--- config.mk ---
export PLATFORM = sky130hd
export DESIGN_NAME = seq_divider
export DESIGN_NICKNAME = d
export VERILOG_FILES = /design/src/rtl/seq_divider.sv
export SDC_FILE = /design/constraint.sdc
export NUM_CORES = 1
export LEC_CHECK = 0
export CAP_MARGIN = 5
export CORE_MARGIN = 10
export CORE_UTILIZATION = 29
export CTS_CLUSTER_SIZE = 8
export DETAILED_ROUTE_END_ITERATION = 8
export PLACE_DENSITY_LB_ADDON = 0.2
export SLEW_MARGIN = 20
export SYNTH_ARGS = -nofsm -noshare
export SYNTH_HDL_FRONTEND = slang
export SYNTH_SLANG_ARGS = --single-unit
--- constraint.sdc ---
create_clock -name clk -period 6.5 [get_ports clk]
set_clock_uncertainty 0.05 [all_clocks]
set_input_delay 0.975 -clock clk [delete_from_list [all_inputs] [get_ports clk]]
set_output_delay 0.975 -clock clk [all_outputs]
set_load 0.05 [all_outputs]
--- src/rtl/seq_divider.sv ---
// Iterative unsigned restoring divider: one quotient bit per clock, N-cycle RUN phase.
// Results are registered on entry to FIN and held until the next operation completes.
module seq_divider #(
  parameter int unsigned N = 4
) (
  input  logic         clk,
  input  logic         rst,
  input  logic         start,
  input  logic [N-1:0] dividend,
  input  logic [N-1:0] divisor,
  output logic [N-1:0] quotient,
  output logic [N-1:0] remainder,
  output logic         busy,
  output logic         done,
  output logic         div_by_zero
);

  localparam int unsigned CntW = $clog2(N + 1);

  typedef enum logic [1:0] {StIdle, StRun, StFin} state_e;

  state_e          state_q;
  logic [N:0]      a_q;
  logic [N-1:0]    q_q;
  logic [N-1:0]    d_q;
  logic [CntW-1:0] cnt_q;

  logic [2*N:0]    aq_shift;
  logic [N:0]      a_shift;
  logic [N:0]      trial;
  logic [N:0]      a_step;
  logic [N-1:0]    q_step;

  // One restoring step on the current {A,Q}; the MSB of the trial difference is its sign.
  always_comb begin
    aq_shift  = {a_q, q_q} << 1;
    a_shift   = aq_shift[2*N:N];
    trial     = a_shift - {1'b0, d_q};
    q_step    = aq_shift[N-1:0];
    q_step[0] = ~trial[N];
    a_step    = trial[N] ? a_shift : trial;
  end

  always_ff @(posedge clk) begin
    if (rst) begin
      state_q     <= StIdle;
      a_q         <= '0;
      q_q         <= '0;
      d_q         <= '0;
      cnt_q       <= '0;
      quotient    <= '0;
      remainder   <= '0;
      busy        <= 1'b0;
      done        <= 1'b0;
      div_by_zero <= 1'b0;
    end else begin
      done <= 1'b0;
      unique case (state_q)
        // FIN accepts a new start directly so operations can issue back-to-back.
        StIdle, StFin: begin
          if (start) begin
            a_q   <= '0;
            q_q   <= dividend;
            d_q   <= divisor;
            cnt_q <= CntW'(N);
            if (divisor == '0) begin
              state_q     <= StFin;
              busy        <= 1'b0;
              done        <= 1'b1;
              quotient    <= '1;
              remainder   <= dividend;
              div_by_zero <= 1'b1;
            end else begin
              state_q <= StRun;
              busy    <= 1'b1;
            end
          end else begin
            state_q <= StIdle;
          end
        end
        StRun: begin
          a_q   <= a_step;
          q_q   <= q_step;
          cnt_q <= cnt_q - 1'b1;
          if (cnt_q == CntW'(1)) begin
            state_q     <= StFin;
            busy        <= 1'b0;
            done        <= 1'b1;
            quotient    <= q_step;
            remainder   <= a_step[N-1:0];
            div_by_zero <= 1'b0;
          end
        end
        default: state_q <= StIdle;
      endcase
    end
  end

endmodule
* Word-level counts from Yosys, hierarchy flattened
Index checks and enable logic that the tools add are counted.
** Storage, ports and cells
- Output and inout bits :: 11
- Register bits :: 28
- Input bits :: 11
** Cells by class
- Mux-type cells :: 30
- Add/subtract/negate cells :: 2
- Bitwise logic cells :: 1
- Reductions and logical operators :: 8
- Eq/ne operators :: 6
** Operators with widths (count)
- $mux 4 :: 9
- $pmux 4 s2 :: 4
- $mux 1 :: 8
- $mux 2 :: 3
- $ne 2x2->1 const B :: 3
- $pmux 1 s2 :: 3
- $pmux 3 s2 :: 1
- $sub 5x4->5 :: 1
- $logic_not 4->1 :: 1
- $pmux 2 s2 :: 1
- $reduce_and 2->1 :: 2
- $reduce_and 4->1 :: 1
- $eq 3x1->1 const B :: 1
- $mux 3 :: 1
- $reduce_and 3->1 :: 1
- $sub 3x1->3 const B :: 1
- $eq 2x1->1 const B :: 1
- $eq 2x2->1 const B :: 1
- $logic_not 2->1 :: 1
- $reduce_bool 2->1 :: 1
- $reduce_or 2->1 :: 1
- $not 1->1 :: 1

* Logic depth before layout (Yosys ltp)
Gate-level depths: netlist of run 1.
- Depth in word-level cells :: 4
- Mapped depth :: 9

* Least setup slack after synthesis of run 1
Ideal clock, no wire load.
- Kind :: register to register
- From :: reg q_q[3]
- To :: reg remainder[2]
- Stages on the path, launching flop included :: 9
- Period minus slack after synthesis :: 2276 ps
- Data arrival time :: 2135 ps
- Required time :: 6359 ps
- Path slack :: 4224 ps
- Path through :: dfxtp_1 -> inv_1 -> ha_1 -> fa_1 -> nand2b_1 -> a21oi_2 -> xor2_2 -> mux2_2 -> a311oi_1
** Between the ends
- Word-level cells in the longest chain between the ends :: 4
** Ends and longest elaborated chain
- start: declaration :: RTL line 24 : logic [N-1:0] q_q;
- start signal: assignment :: RTL line 63 : q_q <= dividend;
- start signal: assignment :: RTL line 83 : q_q <= q_step;
- $sub 5x4->5 :: RTL line 38 : trial = a_shift - {1'b0, d_q};
- $mux 4 :: RTL line 41 : a_step = trial[N] ? a_shift : trial;
- $mux 4 :: RTL line 85 : if (cnt_q == CntW'(1)) begin
- $pmux 4 s2 :: RTL line 58 : unique case (state_q)
- end signal: assignment :: RTL line 71 : remainder <= dividend;
- end signal: assignment :: RTL line 90 : remainder <= a_step[N-1:0];
- end: declaration :: RTL line 12 : output logic [N-1:0] remainder,
No other way between the ends. The select of a mux whose other input is x is not followed.
A chain may end at the register's enable or synchronous reset.

* Worst setup path in the final report of run 1
- From :: in start
- To :: reg remainder[1]
** Between the ends
- Word-level cells in the longest chain between the ends :: 2
** Ends and longest elaborated chain
- start: declaration :: RTL line 8 : input logic start,
- $ne 2x2->1 (no line)
- $reduce_and 4->1 (no line)
No other way between the ends.

==> flow_metrics.env, run 1 <==
export IMPL_ys_warn_count=0
export IMPL_drt_first_pass_iters=4
export IMPL_final_cell_mix="28 x dfxtp_1, 25 x nand2_1, 24 x nor2_1, 20 x clkdlybuf4s50_1, 17 x a21oi_1"
export IMPL_crit_start="start"
export IMPL_hold_class="flip-flop to flip-flop"
export IMPL_final_common_cell="dfxtp_1"
export IMPL_ys_seq_elements=28
export IMPL_cts_max_level=1
export IMPL_setup_ws_ns=3.72
export IMPL_crit_slowest_cell="nor2b_1"
export IMPL_io_buffer_count=21
export IMPL_clk_insertion_delay_late_ns=0.28
export IMPL_cp_required_ns=6.64
export IMPL_seq_area_frac_synth=0.418
export IMPL_cp_cell_sequence="clkdlybuf4s50_1 -> nor2b_1 -> nand2_1 -> nand2_8 -> nor2_1 -> a311oi_1"
export IMPL_synth_cells=157
export IMPL_r2r_start="q_q[3]"
export IMPL_p_leak_nw=0.590
export IMPL_cts_buffer_depth=2
export IMPL_layout_drive_gt1_share=0.0867
export IMPL_vias=1092
export IMPL_max_freq_mhz=360
export IMPL_relSlewSlack=0.542
export IMPL_yosysTopAreaCell="dfxtp_1"
export IMPL_finalSetupTns_ns=0
export IMPL_die_w_um=88.0
export IMPL_synth_area_top_cells="dfxtp_1 42%, nand2_1 7.0%, nor2_1 6.7%"
export IMPL_ir_worst_vdd_v=0.0000966
export IMPL_use_met3=0.0204
export IMPL_cts_hold_buf=0
export IMPL_dp_hpwl_mm=2.34
export IMPL_hold_violations=0
export IMPL_core_um2=4410
export IMPL_grt_use_met2=0.137
export IMPL_die_y_um=88.0
export IMPL_syn_nets=175
export IMPL_grt_use_met1=0.103
export IMPL_root_buffer="clkbuf_8"
export IMPL_track_usage=0.0833
export IMPL_maxCapViolCount=0
export IMPL_drv_slew=0
export IMPL_cts_tree="yes"
export IMPL_yosysUniqueCellTypes=29
export IMPL_diodes=0
export IMPL_final_cell_area_um2=1620
export IMPL_row_count=24
export IMPL_die_area_um2=7750
export IMPL_grt_max_degree=29
export IMPL_vias_per_cell=4.85
export IMPL_syn_area_um2=1340
export IMPL_post_cts_buffers=0
export IMPL_n_fill_cell=455
export IMPL_nNetsFinal=192
export IMPL_worst_pin_slew_ns=0.687
export IMPL_cp_max_fo=14
export IMPL_placed_cell_area_um2=1550
export IMPL_post_drt_wl_per_cell_um=13.6
export IMPL_critPathArrivalTime_ns=2.92
export IMPL_worst_path_largest_cell_delay_ns=0.56
export IMPL_p_per_area_nw_per_um2=258
export IMPL_drtAntennaViolNets=0
export IMPL_first_iter_violations=96
export IMPL_cts_buffers=3
export IMPL_period_share=0.427
export IMPL_grt_pass1_vias=1070
export IMPL_place_gp_congestion=0.828
export IMPL_crit_buf_inv=1
export IMPL_cts_resized=0
export IMPL_min_from="d_q[2]"
export IMPL_wl_mm=3.06
export IMPL_cts_sinks=28
export IMPL_cpLargestDelayFamily="simple AND/OR/NAND/NOR gates"
export IMPL_area_growth_pct=20.6
export IMPL_cts_clk_slew_worst_paths_ns=0.10
export IMPL_start_util=0.304
export IMPL_synth_top_area_share=0.418
export IMPL_crit_type="primary input to flip-flop"
export IMPL_dp_slack_ns=3.36
export IMPL_boundaryPins=22
export IMPL_setup_violations_final=0
export IMPL_avgSynthCellArea_um2=8.55
export IMPL_status="completed"
export IMPL_endpoint_kind="flip-flop"
export IMPL_grt_busiest_layer="met2"
export IMPL_grt_pass1_wl_mm=5.24
export IMPL_start_kind="primary input"
export IMPL_overflow=0
export IMPL_grt_setup_unrepaired="no"
export IMPL_period_needed_ns=2.78
export IMPL_drc=0
export IMPL_antenna_found_initial=0
==> metrics by stage <==
step	util	std cells	hold WS [ns]	power, mW
2_1_floorplan	-	157	0.386	0.261
3_3_place_gp	0.352	221	0.408	0.283
3_5_place_dp	0.352	221	0.402	0.285
4_1_cts	0.368	225	0.415	0.424
5_1_grt	0.367	225	0.441	0.441
6_report	0.367	225	0.410	0.418
==> path summary, 6_finish.rpt <==
check / depth (start not counted) / slack [ns] / to
max: 6 / 3.72 / remainder[1]
min: 2 / 0.41 / d_q[2]
max reg2reg: 8 / 3.97 / remainder[2]
min reg2reg: 2 / 0.41 / d_q[2]
==> tightest hold or removal path: cells and delay by family (launching register included) <==
kind	cells	cell delay, ns
DFF	1	0.32
AOI/OAI and AO/OA	1	0.05
and+or+nand+nor	1	0.05
==> report_power, final <==
group | switching [mW] | internal [mW]
Clock | 0.0559 | 0.0826
Combinational | 0.0540 | 0.0340
Sequential | 0.00761 | 0.183
==> layout make-up <==
cell class / count / area, um2 / area share
multi-input cells: 112 / 687 / 0.424
flip-flops and latches: 28 / 561 / 0.346
repair buffers: 21 / 205 / 0.127
well taps: 52 / 65.1 / 0.0402
clock buffers: 3 / 41.3 / 0.0255
clock inverters: 1 / 30.0 / 0.0185
inverters: 8 / 30.0 / 0.0185
==> state kept, by name, summed over array words and instances (netlist names) <==
register / cells
q_q: 4
remainder: 4
busy: 1
div_by_zero: 1
cnt_q: 3
quotient: 4
state_q: 2
a_q: 4
d_q: 4
done: 1
==> metal layers <==
metal | wire [um] | vias up | share of wire
li1 | - | 565 | -
met1 | 1390 | 508 | 0.45
met2 | 1500 | 14 | 0.49
met3 | 137 | 5 | 0.045
met4 | 38 | 0 | 0.012
met5 | 0 | - | 0
==> logic make-up (layout without fill, tap and decap cells) <==
group | count (synthesis) | after routing | synth area share
compound gates | 35 | 35 | 0.180
xor+xnor | 1 | 1 | 0.0121
fa+ha+maj | 7 | 7 | 0.0708
buf+inv | 17 | 33 | 0.0708
flops | 28 | 28 | 0.418
mux | 3 | 3 | 0.0233
simple gates | 66 | 66 | 0.226
==> synthesized netlist by cell type <==
master	instances
nor2_2	3
nor2b_1	2
a311oi_1	8
dfxtp_1	28
fa_1	1
or3_1	1
mux2_2	1
o22ai_1	1
nand3b_1	1
nand2_1	25
ha_1	6
o21ai_0	1
nor2_1	24
nand2_8	1
a22oi_1	2
clkbuf_1	6
buf_12	1
nand3_1	2
inv_1	8
xor2_2	1
nor4_1	1
o211ai_1	1
mux2i_1	2
nand2b_1	6
a21oi_2	1
buf_6	2
a21oi_1	17
a211oi_2	3
a31oi_1	1
Note: power is estimated with default switching activity, not from simulation.
==> run 2: changes to the inputs <==
==> constraint.sdc (replaced) <==
create_clock -name clk -period 2.3 [get_ports clk]
set_clock_uncertainty 0.05 [all_clocks]
set_input_delay 0.345 -clock clk [delete_from_list [all_inputs] [get_ports clk]]
set_output_delay 0.345 -clock clk [all_outputs]
set_load 0.05 [all_outputs]
==> flow_metrics.env, run 2 (synthesized netlist as in run 1, its figures left out) <==
export IMPL_status="completed"
export IMPL_drc=0
export IMPL_cts_tree="yes"
export IMPL_root_buffer="clkbuf_8"
export IMPL_cts_buffers=3
export IMPL_cts_clk_slew_worst_paths_ns=0.09
export IMPL_multi_input_area_um2=722
export IMPL_area_growth_pct=25.1
export IMPL_final_cell_mix="27 x dfxtp_1, 25 x nand2_1, 24 x nor2_1, 21 x clkdlybuf4s50_1, 17 x a21oi_1"
export IMPL_setup_violations_final=0
export IMPL_start_util=0.304
export IMPL_io_buffer_count=21
export IMPL_hold_class="flip-flop to flip-flop"
export IMPL_cts_max_level=1
export IMPL_nNetsFinal=198
export IMPL_cts_sinks=28
export IMPL_layout_drive_gt1_share=0.140
export IMPL_die_y_um=88.0
export IMPL_grt_setup_unrepaired="no"
export IMPL_cp_max_fo=2
export IMPL_grt_pass1_vias=1096
export IMPL_post_drt_wl_per_cell_um=13.9
export IMPL_place_gp_congestion=0.903
export IMPL_post_cts_buffers=0
export IMPL_track_usage=0.0839
export IMPL_diodes=0
export IMPL_crit_start="q_q[3]"
export IMPL_finalSetupTns_ns=0
export IMPL_final_common_cell="dfxtp_1"
export IMPL_die_area_um2=7750
export IMPL_cts_buffer_depth=2
export IMPL_period_share=0.943
export IMPL_first_iter_violations=34
export IMPL_p_per_area_nw_per_um2=656
export IMPL_vias=1111
export IMPL_period_needed_ns=2.17
export IMPL_endpoint_kind="flip-flop"
export IMPL_overflow=0
export IMPL_hold_violations=0
export IMPL_boundaryPins=22
export IMPL_stdcell_count=230
export IMPL_drt_first_pass_iters=4
export IMPL_wl_mm=3.20
export IMPL_maxCapViolCount=0
export IMPL_worst_r2r_path_depth=8
export IMPL_place_inst=227
export IMPL_critPathArrivalTime_ns=2.31
export IMPL_max_freq_mhz=461
export IMPL_row_count=24
export IMPL_vias_per_cell=4.83
export IMPL_antenna_found_initial=0
export IMPL_crit_type="flip-flop to flip-flop"
export IMPL_start_kind="flip-flop"
export IMPL_p_leak_nw=0.609
export IMPL_r2r_end="remainder[2]"
export IMPL_rrSetupSlack_ns=0.13
export IMPL_clk_insertion_delay_late_ns=0.27
export IMPL_cp_required_ns=2.44
export IMPL_seqCellArea_um2=562
export IMPL_r2r_start="q_q[3]"
export IMPL_drtAntennaViolNets=0
export IMPL_utilization=0.380
export IMPL_dp_hpwl_mm=2.34
export IMPL_grt_max_degree=29
export IMPL_grt_pass1_wl_mm=5.18
export IMPL_relSlewSlack=0.657
export IMPL_core_um2=4410
export IMPL_drv_slew=0
export IMPL_endpoint="remainder[2]"
export IMPL_n_fill_cell=457
export IMPL_ir_worst_vdd_v=0.000406
export IMPL_die_w_um=88.0
export IMPL_worst_pin_slew_ns=0.512
-- run 2: area by class of cell --
cell class,instances,area share
clock buffer,3,0.0246
inverter,8,0.0179
multi-input combinational,112,0.430
sequential,28,0.335
tap,52,0.0387
timing repair buffer,27,0.154
-- run 2: layer usage --
metal	GRT usage	up-vias	wire length [um]
met3	0.0316	2	153
met5	0	-	0
met2	0.147	12	1650
li1	-	570	-
met4	0.0214	0	21
met1	0.0935	527	1380
-- run 2: worst min path at each step --
| stage | from | to | cells after the start |
|---|---|---|---|
| 2_1_floorplan | d_q[2] | d_q[2] | 2 |
| 3_3_place_gp | div_by_zero | div_by_zero | 2 |
| 3_5_place_dp | d_q[3] | d_q[3] | 2 |
| 4_1_cts | d_q[3] | d_q[3] | 2 |
| 5_1_grt | div_by_zero | div_by_zero | 2 |
| 6_report | d_q[3] | d_q[3] | 2 |
-- run 2: worst max-delay path, cell delays in order, from the launching register on --
cell and delay, ns:
dfxtp_2 0.33, inv_1 0.05, ha_1 0.22, fa_2 0.34
nand2b_4 0.16, a21oi_4 0.17, xor2_2 0.20, mux2_4 0.33
a311oi_2 0.22
-- run 2: metrics by stage --
| stage | area (um2) | power (mW) | hold slack (ns) | setup WS, ns |
|---|---|---|---|---|
| 6_report | 1680 | 1.10 | 0.411 | 0.130 |
| 3_3_place_gp | 1600 | 0.818 | 0.396 | 0.120 |
| 2_1_floorplan | 1340 | 0.737 | 0.386 | 0.0239 |
| 3_5_place_dp | 1600 | 0.822 | 0.402 | 0.0727 |
| 5_1_grt | 1680 | 1.17 | 0.429 | 0.0272 |
| 4_1_cts | 1640 | 1.08 | 0.415 | 0.0454 |
-- run 2: timing repair --
action | in CTS | in global routing
gates resized for setup | 0 | 9
hold buffers | 0 | 0
setup endpoints to repair | 0 | 6
-- run 2: power by group --
| part | switching, mW | total (mW) | internal [mW] |
|---|---|---|---|
| clock | 0.144 | 0.262 | 0.117 |
| combinational | 0.171 | 0.300 | 0.129 |
| sequential | 0.0216 | 0.540 | 0.519 |
==> run 3: changes to the inputs <==
--- a/config.mk
+++ b/config.mk
@@ -5,8 +5,8 @@
 export SDC_FILE = /design/constraint.sdc
 export NUM_CORES = 1
 export LEC_CHECK = 0
-export CAP_MARGIN = 5
-export CORE_MARGIN = 10
+export CAP_MARGIN = 25
+export CORE_MARGIN = 1
 export CORE_UTILIZATION = 29
 export CTS_CLUSTER_SIZE = 8
 export DETAILED_ROUTE_END_ITERATION = 8
==> flow_metrics.env, run 3 (synthesized netlist as in run 1, its figures left out) <==
export IMPL_nNetsFinal=198
export IMPL_hold_violations=0
export IMPL_grt_pass1_wl_mm=4.99
export IMPL_status="completed"
export IMPL_place_inst=227
export IMPL_hold_class="flip-flop to flip-flop"
export IMPL_crit_slowest_cell="fa_1"
export IMPL_setup_violations_final=0
export IMPL_die_w_um=70.0
export IMPL_stdcell_count=231
export IMPL_boundaryPins=22
export IMPL_layout_drive_gt1_share=0.134
export IMPL_dp_slack_ns=0.0835
export IMPL_cts_sinks=28
export IMPL_worst_r2r_path_depth=8
export IMPL_p_per_area_nw_per_um2=723
export IMPL_endpoint="remainder[2]"
export IMPL_dp_hpwl_mm=2.15
export IMPL_crit_start="q_q[3]"
export IMPL_grt_pass1_vias=1079
export IMPL_vias=1128
export IMPL_crit_type="flip-flop to flip-flop"
export IMPL_maxCapViolCount=0
export IMPL_r2r_end="remainder[2]"
export IMPL_setup_ws_ns=0.0474
export IMPL_max_freq_mhz=444
export IMPL_start_util=0.304
export IMPL_cp_required_ns=2.45
export IMPL_vias_per_cell=4.88
export IMPL_post_drt_wl_per_cell_um=13.0
export IMPL_rrSetupSlack_ns=0.05
export IMPL_overflow=0
export IMPL_ir_worst_vdd_v=0.000327
export IMPL_area_growth_pct=26.6
export IMPL_worst_path_largest_cell_delay_ns=0.40
export IMPL_start_kind="flip-flop"
export IMPL_final_cell_mix="27 x dfxtp_1, 25 x nand2_1, 24 x nor2_1, 21 x clkdlybuf4s50_1, 17 x a21oi_1"
export IMPL_cp_max_fo=2
export IMPL_utilization=0.385
export IMPL_final_common_cell="dfxtp_1"
export IMPL_cts_buffers=3
export IMPL_r2r_start="q_q[3]"
export IMPL_endpoint_kind="flip-flop"
export IMPL_drc=0
export IMPL_finalSetupTns_ns=0
export IMPL_critPathArrivalTime_ns=2.40
export IMPL_period_share=0.979
export IMPL_p_leak_nw=0.622
export IMPL_period_needed_ns=2.25
export IMPL_cts_tree="yes"
export IMPL_die_y_um=70.0
export IMPL_drt_first_pass_iters=4
export IMPL_first_iter_violations=35
export IMPL_cts_clk_slew_worst_paths_ns=0.10
export IMPL_cts_max_level=1
export IMPL_track_usage=0.130
export IMPL_io_buffer_count=21
export IMPL_die_area_um2=4910
export IMPL_drtAntennaViolNets=0
export IMPL_core_um2=4410
export IMPL_grt_max_degree=29
export IMPL_row_count=24
export IMPL_root_buffer="clkbuf_8"
export IMPL_worst_pin_slew_ns=0.537
export IMPL_place_gp_congestion=0.813
export IMPL_wl_mm=3.01
export IMPL_antenna_found_initial=0
export IMPL_clk_insertion_delay_late_ns=0.28
export IMPL_diodes=0
export IMPL_cts_buffer_depth=2
export IMPL_cp_cell_sequence="inv_1 -> ha_1 -> fa_1 -> nand2b_4 -> a21oi_4 -> xor2_2 -> mux2_2 -> a311oi_2"
export IMPL_drv_slew=0
export IMPL_relSlewSlack=0.641
-- run 3: critical path: cells and delay by family, from the launching register on --
family	cells	cell delay, ns
fa+ha+maj	2	0.61
compound gates	2	0.40
mux	1	0.38
flops	1	0.34
xor+xnor	1	0.18
simple gates	1	0.17
buf+inv	1	0.05
-- run 3: final cells by class --
| class | count | area [um2] |
|---|---|---|
| Timing Repair Buffer | 27 | 259 |
| Tap cell | 52 | 65.1 |
| Inverter | 8 | 30.0 |
| Fill cell | 455 | 2720 |
| Clock inverter | 1 | 30.0 |
| Sequential cell | 28 | 562 |
| Multi-Input combinational cell | 112 | 712 |
| Clock buffer | 3 | 41.3 |
-- run 3: how the worst min path moves through the flow --
stage / from / end / slack (ns) / depth (start not counted)
final: d_q[3] / d_q[3] / 0.41 / 2
after global routing: d_q[3] / d_q[3] / 0.43 / 2
after CTS: div_by_zero / div_by_zero / 0.42 / 2
after detailed placement: div_by_zero / div_by_zero / 0.40 / 2
after global placement: div_by_zero / div_by_zero / 0.40 / 2
after floorplan: d_q[2] / d_q[2] / 0.39 / 2
-- run 3: layer usage --
layer	wire [um]	part of all wire	track usage	vias up
met1	1370	0.46	0.158	538
li1	-	-	-	572
met3	81	0.027	0.0346	5
met2	1520	0.51	0.223	13
met4	34	0.011	0.0400	0
met5	0	0	0	-
-- run 3: repair_timing --
action,4_1_cts,5_1_grt
hold buffers,0,0
resized for setup,0,6
endpoints found under the setup margin,0,6
setup buffers,0,0
-- run 3: through the flow --
stage                     instance area, um2  hold slack [ns]  power, mW
after detailed placement                1600            0.403      0.823
after global placement                  1600            0.395      0.819
final                                   1700            0.415       1.23
after floorplan                         1340            0.386      0.737
after CTS                               1670            0.421       1.22
after global routing                    1700            0.430       1.29
-- run 3: power by group --
part / internal [mW] / total [mW] / switching [mW]
clock: 0.233 / 0.397 / 0.163
sequential: 0.519 / 0.541 / 0.0219
combinational: 0.125 / 0.291 / 0.166
total: 0.878 / 1.23 / 0.351
==> patch, RTL diff (settings of run 2) <==
The parameter `N` goes from 4 to 2.
--- a/src/rtl/seq_divider.sv
+++ b/src/rtl/seq_divider.sv
@@ -2,5 +2,5 @@
 // Results are registered on entry to FIN and held until the next operation completes.
 module seq_divider #(
-  parameter int unsigned N = 4
+  parameter int unsigned N = 2
 ) (
   input  logic         clk,
Ports: changed (resized dividend, divisor, quotient and remainder); port bits go from 22 to 14. The function was not compared with the original's and may differ.
==> patch against run 2 <==
Wire length is 46% lower; worst setup slack better by 140 ps; sequential cell count down 11; cell area fell by 42%; synthesized cell count fell by 45%; synthesized area fell by 40%; total power is 42% lower; maximum frequency increased by 7.1%.
==> patch: results (changes against run 2) <==
- The largest individual stage delay along the critical path comes from the cell sky130_fd_sc_hd__xnor2_1.
- Number of global-route vias before repair: 642 (-41%)
- The number of antenna violations at the first check in global routing came to 0 (unchanged).
- The number of endpoints with negative hold slack in the final report came to 0 (unchanged).
- Overall overflow remaining after global route: 0 (unchanged)
- Largest net degree at the start of global routing: 18 (-38%)
* Cell types with the largest area share after synthesis: sky130_fd_sc_hd__dfxtp_1 (42%), sky130_fd_sc_hd__nand2_1 (5.1%), sky130_fd_sc_hd__a21oi_1 (4.9%)
- The later-pin clock latency in the skew report is 290 ps (+20 ps).
- The count of cells resized by post-cts repair was 0 (unchanged).
- The largest buffer count on any clock path is 2 (unchanged).
- The buffers inserted during post-CTS setup optimization came to 0 (unchanged).
* Critical Path Fanout Max: 4 (+2)
- Fill cell count: 303 (-34%)
* Number of different library cells in the post-synthesis netlist: 29 (unchanged)
* Post-synthesis compound-gate area fraction: 0.141 (-0.0392)
* Depth of the most critical reg-to-reg path: 6 (-2)
- In this run the critical register-to-register path is captured at remainder[0].
* Wire length per cell: 13.3 um (-4.5%)
- Number of warning messages in the yosys log: 0 (unchanged)
- In the synthesized netlist, the cells that appear most often are sky130_fd_sc_hd__dfxtp_1 (17), sky130_fd_sc_hd__nand2_1 (11), sky130_fd_sc_hd__a21oi_1 (8).
* Actual slew at the worst max-slew pin: 651 ps (+138 ps)
* HPWL after DPL: 1320 um (-43%)
- The global-route usage over all layers came to 0.0718 (-0.0121).
* Family of cells with the greatest summed delay on the critical path: adder cells
- The root buffer cell chosen for the clock tree is sky130_fd_sc_hd__clkbuf_4.
- The largest voltage drop on the vdd net came to 459 uV (+13%).
- The critical path is of the reg2reg type.
- Synthesized-area fraction occupied by xor and xnor cells: 0.0108 (-0.00130)
* Hold Crit Start: d_q[0]
* Area post-placement: 947 um^2 (-41%)
- The total of buffers placed on input and output ports is 13 (-38%).
* Wire length of the first global-routing pass: 2990 um (-42%)
- The share of cell area taken by muxes after synthesis was 0.0247 (+0.00143).
- Status: complete, no violations
- The post-synth net total is 97 (-45%).
* Antenna cell count: 0 (unchanged)
* Initial DRC count: 15 (-56%)
- The overall via count from detail_route is 639 (-42%).
- Leakage power of the design: 0.362 nW (-41%)
- The share of post-route cells with drive strength above 1 came to 0.0808 (-0.0596).
- In the synthesized netlist the dominant register cell turns out to be sky130_fd_sc_hd__dfxtp_1.
- Gpl congestion: 0.824 (-8.8%)
- The share of flip-flops with an asynchronous set or reset is 0 (unchanged).
* Number of buffers added by the clock tree synthesis step: 3 (unchanged)
- Register-to-register path setup slack: 270 ps (+140 ps)
- The arithmetic-cell share of the synthesized area counting full adders, half adders and majority gates was 0.0556 (-0.0152).
- The detailed-routing iteration count for the pre-antenna-repair pass was 5 (+1).
- Proportion of synthesized chip area in sequential cells: 0.420 (+0.00288)
- Total number of nets in the final design: 110 (-44%)
- Clock Pin Slew Worst Setup and Hold Paths: approximately 100 ps
- The maximum cell stage delay along the critical path is 420 ps (+80 ps).
- The critical path starts at q_q[1].
- The worst hold path belongs to the class reg2reg.
- The most critical setup path has its endpoint at remainder[0].
-- patch: cell count changes after synthesis, sizes merged, moves of 3 or more --
cell,run 2,this run
clkbuf,6,2
a311oi,8,4
and3b,0,3
nand2,26,11
inv,8,3
nand3,2,5
nor3,0,4
nor2,27,4
dfxtp,28,17
a21oi,18,8
ha,6,2
-- patch: cell type report --
type                    count  area, um^2  share of cell area
inverters                   3        11.3              0.0116
clock buffers               4        26.3              0.0270
multi-input cells          62         427               0.438
flip-flops and latches     17         340               0.350
well taps                  31        38.8              0.0398
repair buffers             13         130               0.134
-- patch: per-layer routing --
layer  GRT usage  vias to the layer above  part of all wire
met5           0                        -                 0
met4      0.0190                        0            0.0075
met3      0.0449                        2             0.090
met2       0.102                       18              0.39
met1      0.0877                      289              0.51
li1            -                      330                 -
-- patch: through the flow --
| step | instances | setup slack, ps | total power [mW] | util |
|---|---|---|---|---|
| floorplan | 87 | 486 | 0.444 | - |
| global route | 130 | 154 | 0.677 | 0.359 |
| global placement | 126 | 374 | 0.483 | 0.349 |
| CTS | 130 | 266 | 0.645 | 0.359 |
| finish | 130 | 274 | 0.638 | 0.359 |
| detailed placement | 126 | 281 | 0.485 | 0.349 |
-- patch: report_power, final --
| part | switching [mW] | leakage [nW] | total (mW) | internal, mW |
|---|---|---|---|---|
| Clock | 0.0938 | 0.0150 | 0.161 | 0.0675 |
| Sequential | 0.0162 | 0.139 | 0.332 | 0.316 |
| Combinational | 0.0851 | 0.207 | 0.144 | 0.0590 |
| Total | 0.195 | 0.362 | 0.638 | 0.442 |
-- patch: how the worst min path moves through the flow --
stage	endpoint	slack (ps)	depth (start not counted)
after global placement	busy	410	2
after global routing	a_q[1]	460	2
after CTS	d_q[0]	430	2
after detailed placement	busy	410	2
after floorplan	d_q[0]	390	2
final	d_q[0]	430	2
